## src/rtl/ysyx_23060111_rf_csr.sv

```systemverilog
// ---------------------------------------------------------------------------
// ysyx_23060111_rf_csr
//
// General-purpose register file with a per-register busy scoreboard, plus
// the small machine-mode CSR set needed for trap entry and return
// (mstatus, mtvec, mepc, mcause).
//
// Parameters
//   ADDR_WIDTH  GPR index width; the file holds 2**ADDR_WIDTH registers.
//   DATA_WIDTH  GPR/CSR data width (32 or 64).
//   NREAD       number of GPR read ports.
//
// Ports
//   clk, rst_n           rising-edge clock, asynchronous active-low reset
//   raddr / rdata        packed GPR read ports, combinational, with write
//                        bypass; register 0 always reads 0
//   rbusy                scoreboard busy flag seen by each read port
//   wen/waddr/wdata      GPR writeback; also clears the busy bit
//   iss_en/iss_rd        issue; marks the destination register busy
//   csr_op/csr_addr/
//   csr_wdata/csr_rdata  CSR access: none/write/set/clear, old value out
//   trap_en/trap_pc/
//   trap_cause           trap entry request
//   mret_en              trap return request
//   trap_target          mtvec with its mode bits cleared
//   mret_target          current mepc
//   mie                  mstatus.MIE
// ---------------------------------------------------------------------------
module ysyx_23060111_rf_csr #(
    parameter int ADDR_WIDTH = 5,
    parameter int DATA_WIDTH = 32,
    parameter int NREAD      = 2
) (
    input  logic                        clk,
    input  logic                        rst_n,

    input  logic [NREAD*ADDR_WIDTH-1:0] raddr,
    output logic [NREAD*DATA_WIDTH-1:0] rdata,
    output logic [NREAD-1:0]            rbusy,

    input  logic                        wen,
    input  logic [ADDR_WIDTH-1:0]       waddr,
    input  logic [DATA_WIDTH-1:0]       wdata,

    input  logic                        iss_en,
    input  logic [ADDR_WIDTH-1:0]       iss_rd,

    input  logic [1:0]                  csr_op,
    input  logic [11:0]                 csr_addr,
    input  logic [DATA_WIDTH-1:0]       csr_wdata,
    output logic [DATA_WIDTH-1:0]       csr_rdata,

    input  logic                        trap_en,
    input  logic [DATA_WIDTH-1:0]       trap_pc,
    input  logic [DATA_WIDTH-1:0]       trap_cause,
    input  logic                        mret_en,

    output logic [DATA_WIDTH-1:0]       trap_target,
    output logic [DATA_WIDTH-1:0]       mret_target,
    output logic                        mie
);

    localparam int NREG = 2 ** ADDR_WIDTH;

    localparam logic [11:0] CSR_MSTATUS = 12'h300;
    localparam logic [11:0] CSR_MTVEC   = 12'h305;
    localparam logic [11:0] CSR_MEPC    = 12'h341;
    localparam logic [11:0] CSR_MCAUSE  = 12'h342;

    localparam logic [1:0] OP_NONE  = 2'b00;
    localparam logic [1:0] OP_WRITE = 2'b01;
    localparam logic [1:0] OP_SET   = 2'b10;
    localparam logic [1:0] OP_CLEAR = 2'b11;

    // Clears the two low bits of an address (mepc alignment, mtvec mode).
    localparam logic [DATA_WIDTH-1:0] ALIGN_MASK = ~DATA_WIDTH'(3);

    // -----------------------------------------------------------------------
    // GPR storage and scoreboard
    // -----------------------------------------------------------------------
    logic [DATA_WIDTH-1:0] rf [NREG];
    logic [NREG-1:0]       busy;
    logic [NREG-1:0]       busy_next;

    always_ff @(posedge clk or negedge rst_n) begin
        if (!rst_n) begin
            for (int i = 0; i < NREG; i++) begin
                rf[i] <= '0;
            end
        end else if (wen && (waddr != '0)) begin
            rf[waddr] <= wdata;
        end
    end

    // Clear from writeback first, then set from issue, so that an issue to
    // the same register in the same cycle leaves it busy. Register 0 can
    // never be busy since it never waits for a result.
    always_comb begin
        busy_next = busy;
        if (wen) begin
            busy_next[waddr] = 1'b0;
        end
        if (iss_en) begin
            busy_next[iss_rd] = 1'b1;
        end
        busy_next[0] = 1'b0;
    end

    always_ff @(posedge clk or negedge rst_n) begin
        if (!rst_n) begin
            busy <= '0;
        end else begin
            busy <= busy_next;
        end
    end

    // Read ports. A writeback to the addressed register is forwarded, and
    // since the value is then available the port reports it as not busy.
    for (genvar i = 0; i < NREAD; i++) begin : g_read
        logic [ADDR_WIDTH-1:0] ra;
        logic                  hit;

        assign ra  = raddr[i*ADDR_WIDTH +: ADDR_WIDTH];
        assign hit = wen && (waddr == ra);

        assign rdata[i*DATA_WIDTH +: DATA_WIDTH] = (ra == '0) ? '0 :
                                                   hit        ? wdata :
                                                                rf[ra];
        assign rbusy[i] = busy[ra] & ~hit;
    end

    // -----------------------------------------------------------------------
    // CSRs
    // -----------------------------------------------------------------------
    logic                  mstatus_mie;
    logic                  mstatus_mpie;
    logic [DATA_WIDTH-1:0] mtvec;
    logic [DATA_WIDTH-1:0] mepc;
    logic [DATA_WIDTH-1:0] mcause;

    logic [DATA_WIDTH-1:0] mstatus_val;
    logic [DATA_WIDTH-1:0] csr_old;
    logic [DATA_WIDTH-1:0] csr_new;

    // Only MIE and MPIE are real state. MPP is hardwired to machine mode,
    // so it reads 2'b11 and ignores whatever is written to it.
    always_comb begin
        mstatus_val        = '0;
        mstatus_val[12:11] = 2'b11;
        mstatus_val[7]     = mstatus_mpie;
        mstatus_val[3]     = mstatus_mie;
    end

    // Old value of the addressed CSR; unmapped addresses read 0.
    always_comb begin
        csr_old = '0;
        case (csr_addr)
            CSR_MSTATUS: csr_old = mstatus_val;
            CSR_MTVEC:   csr_old = mtvec;
            CSR_MEPC:    csr_old = mepc;
            CSR_MCAUSE:  csr_old = mcause;
            default:     csr_old = '0;
        endcase
    end

    assign csr_rdata = csr_old;

    // Read-modify-write result for the addressed CSR.
    always_comb begin
        csr_new = csr_old;
        case (csr_op)
            OP_WRITE: csr_new = csr_wdata;
            OP_SET:   csr_new = csr_old | csr_wdata;
            OP_CLEAR: csr_new = csr_old & ~csr_wdata;
            default:  csr_new = csr_old;
        endcase
    end

    // Trap entry beats trap return, which beats an explicit CSR access. A
    // losing CSR access is dropped entirely even if it targets a register
    // the trap or return would not touch, so software sees an all-or-nothing
    // outcome for the cycle.
    always_ff @(posedge clk or negedge rst_n) begin
        if (!rst_n) begin
            mstatus_mie  <= 1'b0;
            mstatus_mpie <= 1'b0;
            mtvec        <= '0;
            mepc         <= '0;
            mcause       <= '0;
        end else if (trap_en) begin
            mepc         <= trap_pc & ALIGN_MASK;
            mcause       <= trap_cause;
            mstatus_mpie <= mstatus_mie;
            mstatus_mie  <= 1'b0;
        end else if (mret_en) begin
            mstatus_mie  <= mstatus_mpie;
            mstatus_mpie <= 1'b1;
        end else if (csr_op != OP_NONE) begin
            case (csr_addr)
                CSR_MSTATUS: begin
                    mstatus_mie  <= csr_new[3];
                    mstatus_mpie <= csr_new[7];
                end
                CSR_MTVEC:  mtvec  <= csr_new;
                CSR_MEPC:   mepc   <= csr_new & ALIGN_MASK;
                CSR_MCAUSE: mcause <= csr_new;
                default: ;
            endcase
        end
    end

    // Driven straight from the registers, so a new mtvec/mepc shows up one
    // cycle after the write that produced it.
    assign trap_target = mtvec & ALIGN_MASK;
    assign mret_target = mepc;
    assign mie         = mstatus_mie;

endmodule
```

## config.mk

```make
export PLATFORM = sky130hd
export DESIGN_NAME = ysyx_23060111_rf_csr
export DESIGN_NICKNAME = d
export VERILOG_FILES = /design/src/rtl/ysyx_23060111_rf_csr.sv
export SDC_FILE = /design/constraint.sdc
export NUM_CORES = 2
export LEC_CHECK = 0
export BUFFER_PORTS_ARGS = -buffer_cell sky130_fd_sc_hd__clkbuf_2
export CAP_MARGIN = 25
export CORE_MARGIN = 3
export CORE_UTILIZATION = 61
export DETAILED_ROUTE_END_ITERATION = 10
export HOLD_SLACK_MARGIN = 0.02
export PLACE_DENSITY_LB_ADDON = 0.1
export SLEW_MARGIN = 15
export SYNTH_ARGS = -nofsm -noshare
export SYNTH_HDL_FRONTEND = slang
export SYNTH_SLANG_ARGS = --single-unit
```

## constraint.sdc

```tcl
create_clock -name clk -period 4.2 [get_ports clk]
set_input_delay 0.42 -clock clk [delete_from_list [all_inputs] [get_ports clk]]
set_output_delay 0.42 -clock clk [all_outputs]
set_load 0.01 [all_outputs]
```

==> results.yml <==
status:
  run_status: "complete, no violations"
floorplanning:
  die_h_um: 326
  die_width_um: 326
  die_area_um2: 106000
  rows: 116
  num_io_pins: 331
  core_um2: 101000
  start_util_pct: 61.9
synthesis:
  synthCells: 4556
  async_flop_share_pct: 100
  synth_warnings: 0
  synth-compound-area-share_pct: 7.70
  yosysUniqueCellTypes: 65
  synth_ff_type: "dfrtp_1"
  synth_fa_ha_area_share_pct: 0
  synth_top_cell_by_area: "dfrtp_1"
  synth.area.top_cells: "dfrtp_1 46%, mux4_2 19%, mux2_2 18%, clkbuf_1 2.1%, o21ai_0 1.5%"
  synth_top_area_share_pct: 46.1
  ys_seq_area_share_pct: 46.1
  synth_edf_count: 0
  ys_ff_latch: 1151
  synth_xor_area_share_pct: 0.154
  synth_common_cells: "1151 x dfrtp_1, 994 x mux2_2, 541 x mux4_2"
  synth_top_family_by_area: "multiplexers"
  muxShareOfSynthArea_pct: 38.2
  avgSynthCellArea_um2: 13.7
  netlist_area_um2: 62500
  synthSimpleGateAreaFrac_pct: 4.30
  synth.most_common_cell: "dfrtp_1"
run:
  cap_violations: 0
detailed_routing:
  vias: 44900
  wl_per_cell_um: 32.7
  drt_iter0_drc: 5264
  wl_um: 202000
  vias_per_cell: 7.24
  dr.pass1.iters: 5
  drc: 0
  drtAntennaViolNets: 0
clocking:
  cts_root_buf: "clkbuf_16"
  post_cts_buffers: 0
  clockBufferDepth: 3
  numClockSinks: 1151
  htree_levels: 3
  clock_latency_ns: 0.73
  clkTransAtPathRegs_ns: 0.06
  cts_tree: "built"
  cts_buffers: 120
timing:
  tightest_slew_ns: 1.16
  min_period_ns: 3.70
  rsz0062_at_grt: "no"
  setup_tns_ns: 0
  finalCritPeriodShare_pct: 88.1
  fin_skew_ns: 0.00747
  slew_violations: 0
  fmax_mhz: 270
  final-setup-viol-count: 0
  slew_headroom_pct: 22.6
  hold_viol: 0
critical_path:
  crit_required_ns: 3.78
  worstSetupPathType: "in -> out"
  worst_setup_path_start_kind: "input pin"
  r2r_start: "mret_target[30]"
  crit_fanout: 23
  r2r_cells: 6
  critPathCaptureType: "primary output"
  cp.arrival_ns: 3.28
  crit_start: "raddr[2]"
pwr:
  clock_power_share_pct: 34.1
  power_density_nw_per_um2: 453
  total_power_mw: 32.0
  netSwitchingPower_mw: 8.74
  comb_power_share_pct: 20.5
  p_int_mw: 23.3
  leakagePower_nw: 30.9
  seqPwrFrac_pct: 45.5
  ir_worst_vdd_mv: 0.344
  swShare_pct: 27.3
final_layout:
  syn2layout_area_growth_pct: 13.0
  fillCellCount: 7036
  fin_nets: 4896
  drive_above_1_share_pct: 47.6
  multiInputGateArea_um2: 31800
  regArea_um2: 28800
hold_path:
  holdCritPathClass: "in -> reg"
  hp-start: "trap_cause[28]"
  whs_path_depth: 4
place:
  dp_hpwl_um: 120000
  port-buffer-count: 324
  routabilityCongestion: 0.897
global_route:
  grt_max_degree: 108
  grt_pass1_wl_um: 300000
  grt_use_total_pct: 38.1
  antenna_found_initial: 14
  grt-ovfl-total: 0
  grt_pass1_vias: 45200
metrics by stage:
step                      area, µm²  util [%]  instances  hold slack, ns  worst slack [ns]
after CTS                     70500      69.9       6180          0.0202             0.715
after global placement        65800      65.3       5894           0.377             0.709
after floorplan               62500         -       4559           0.124              1.25
final                         70600      70.0       6197          0.0518             0.501
after global routing          70600      70.0       6186          0.0509             0.603
after detailed placement      65800      65.3       5894           0.383             0.728
metal layers:
| metal | global-route usage [%] | vias to the layer above | wire [µm] |
|---|---|---|---|
| met5 | 0 | - | 52 |
| met4 | 17.7 | 8 | 10300 |
| met3 | 9.74 | 607 | 21900 |
| met2 | 57.2 | 2726 | 92600 |
| met1 | 52.7 | 23600 | 77600 |
| li1 | - | 17900 | - |
cells by family (layout without fill, tap and decap cells):
family,count (synthesis),after routing
and+or+nand+nor,556,556
other,1,19
DFF,1151,1151
xor gates and xnor gates,11,11
buffers and inverters,534,800
AOI/OAI and AO/OA,720,720
muxes,1583,1583
registers in the layout, indices dropped and copies added (netlist names):
| register | cells |
|---|---|
| busy | 31 |
| mcause | 32 |
| mie | 1 |
| mret_target | 30 |
| mstatus_mpie | 1 |
| mtvec | 32 |
| rf | 1024 |
area by class of cell:
cell class	instances	area share (%)
multi-input cells	2874	45.0
clock buffers	181	5.04
diodes	15	0.0532
inverters	10	0.0532
well taps	1357	2.41
repair buffers	571	6.00
clock inverters	38	0.642
flip-flops and latches	1151	40.8
layout by cell type, fill, tap and decap left out, types with 31 or more instances in the layout:
master         instances
nor2_1               127
dlygate4sd3_1         67
buf_4                141
nand3_1               64
a22o_1                47
mux4_2               541
a221oi_1              64
o22ai_1              110
clkbuf_2             315
and2_1                55
o21ai_0              185
a22oi_1               77
dfrtp_1             1151
clkbuf_16            122
a21oi_1               80
nand2_1              135
buf_12                41
mux2_2               994
o211ai_1              34
mux2i_1               48
a21o_1                53
clkbuf_1              31
worst max-delay path, cell delays in order:
cell and delay [ns]:
buf_4 0.52, nand3b_1 0.87, buf_4 0.52, o22ai_1 0.24, nor2_1 0.07, o211ai_1 0.10, nand2_1 0.27, clkbuf_2 0.22
power groups by stage:
stage	clock (mW)	combinational (mW)	sequential (mW)
floorplan	0	4.82	14.2
global placement	0	6.26	14.5
detailed placement	0	6.42	14.6
CTS	11.0	6.52	14.5
global route	11.4	6.98	14.8
finish	10.9	6.55	14.6
final timing paths:
| kind | endpoint | slack (ns) |
|---|---|---|
| worst max-delay path | rdata[25] | 0.50 |
| worst min-delay path | mcause[28] | 0.05 |
| worst max register to register | mret_target[30] | 2.43 |
| worst min register to register | rf[1015] | 0.40 |
| max in group asynchronous | rf[970] | 2.48 |
| min in group asynchronous | mcause[2] | 0.41 |
repair_timing:
item / in CTS / in global routing
hold buffers: 67 / 0
resized for setup: 0 / 0
endpoints found under the hold margin: 137 / 0
Power figures use the tool's default switching activity.
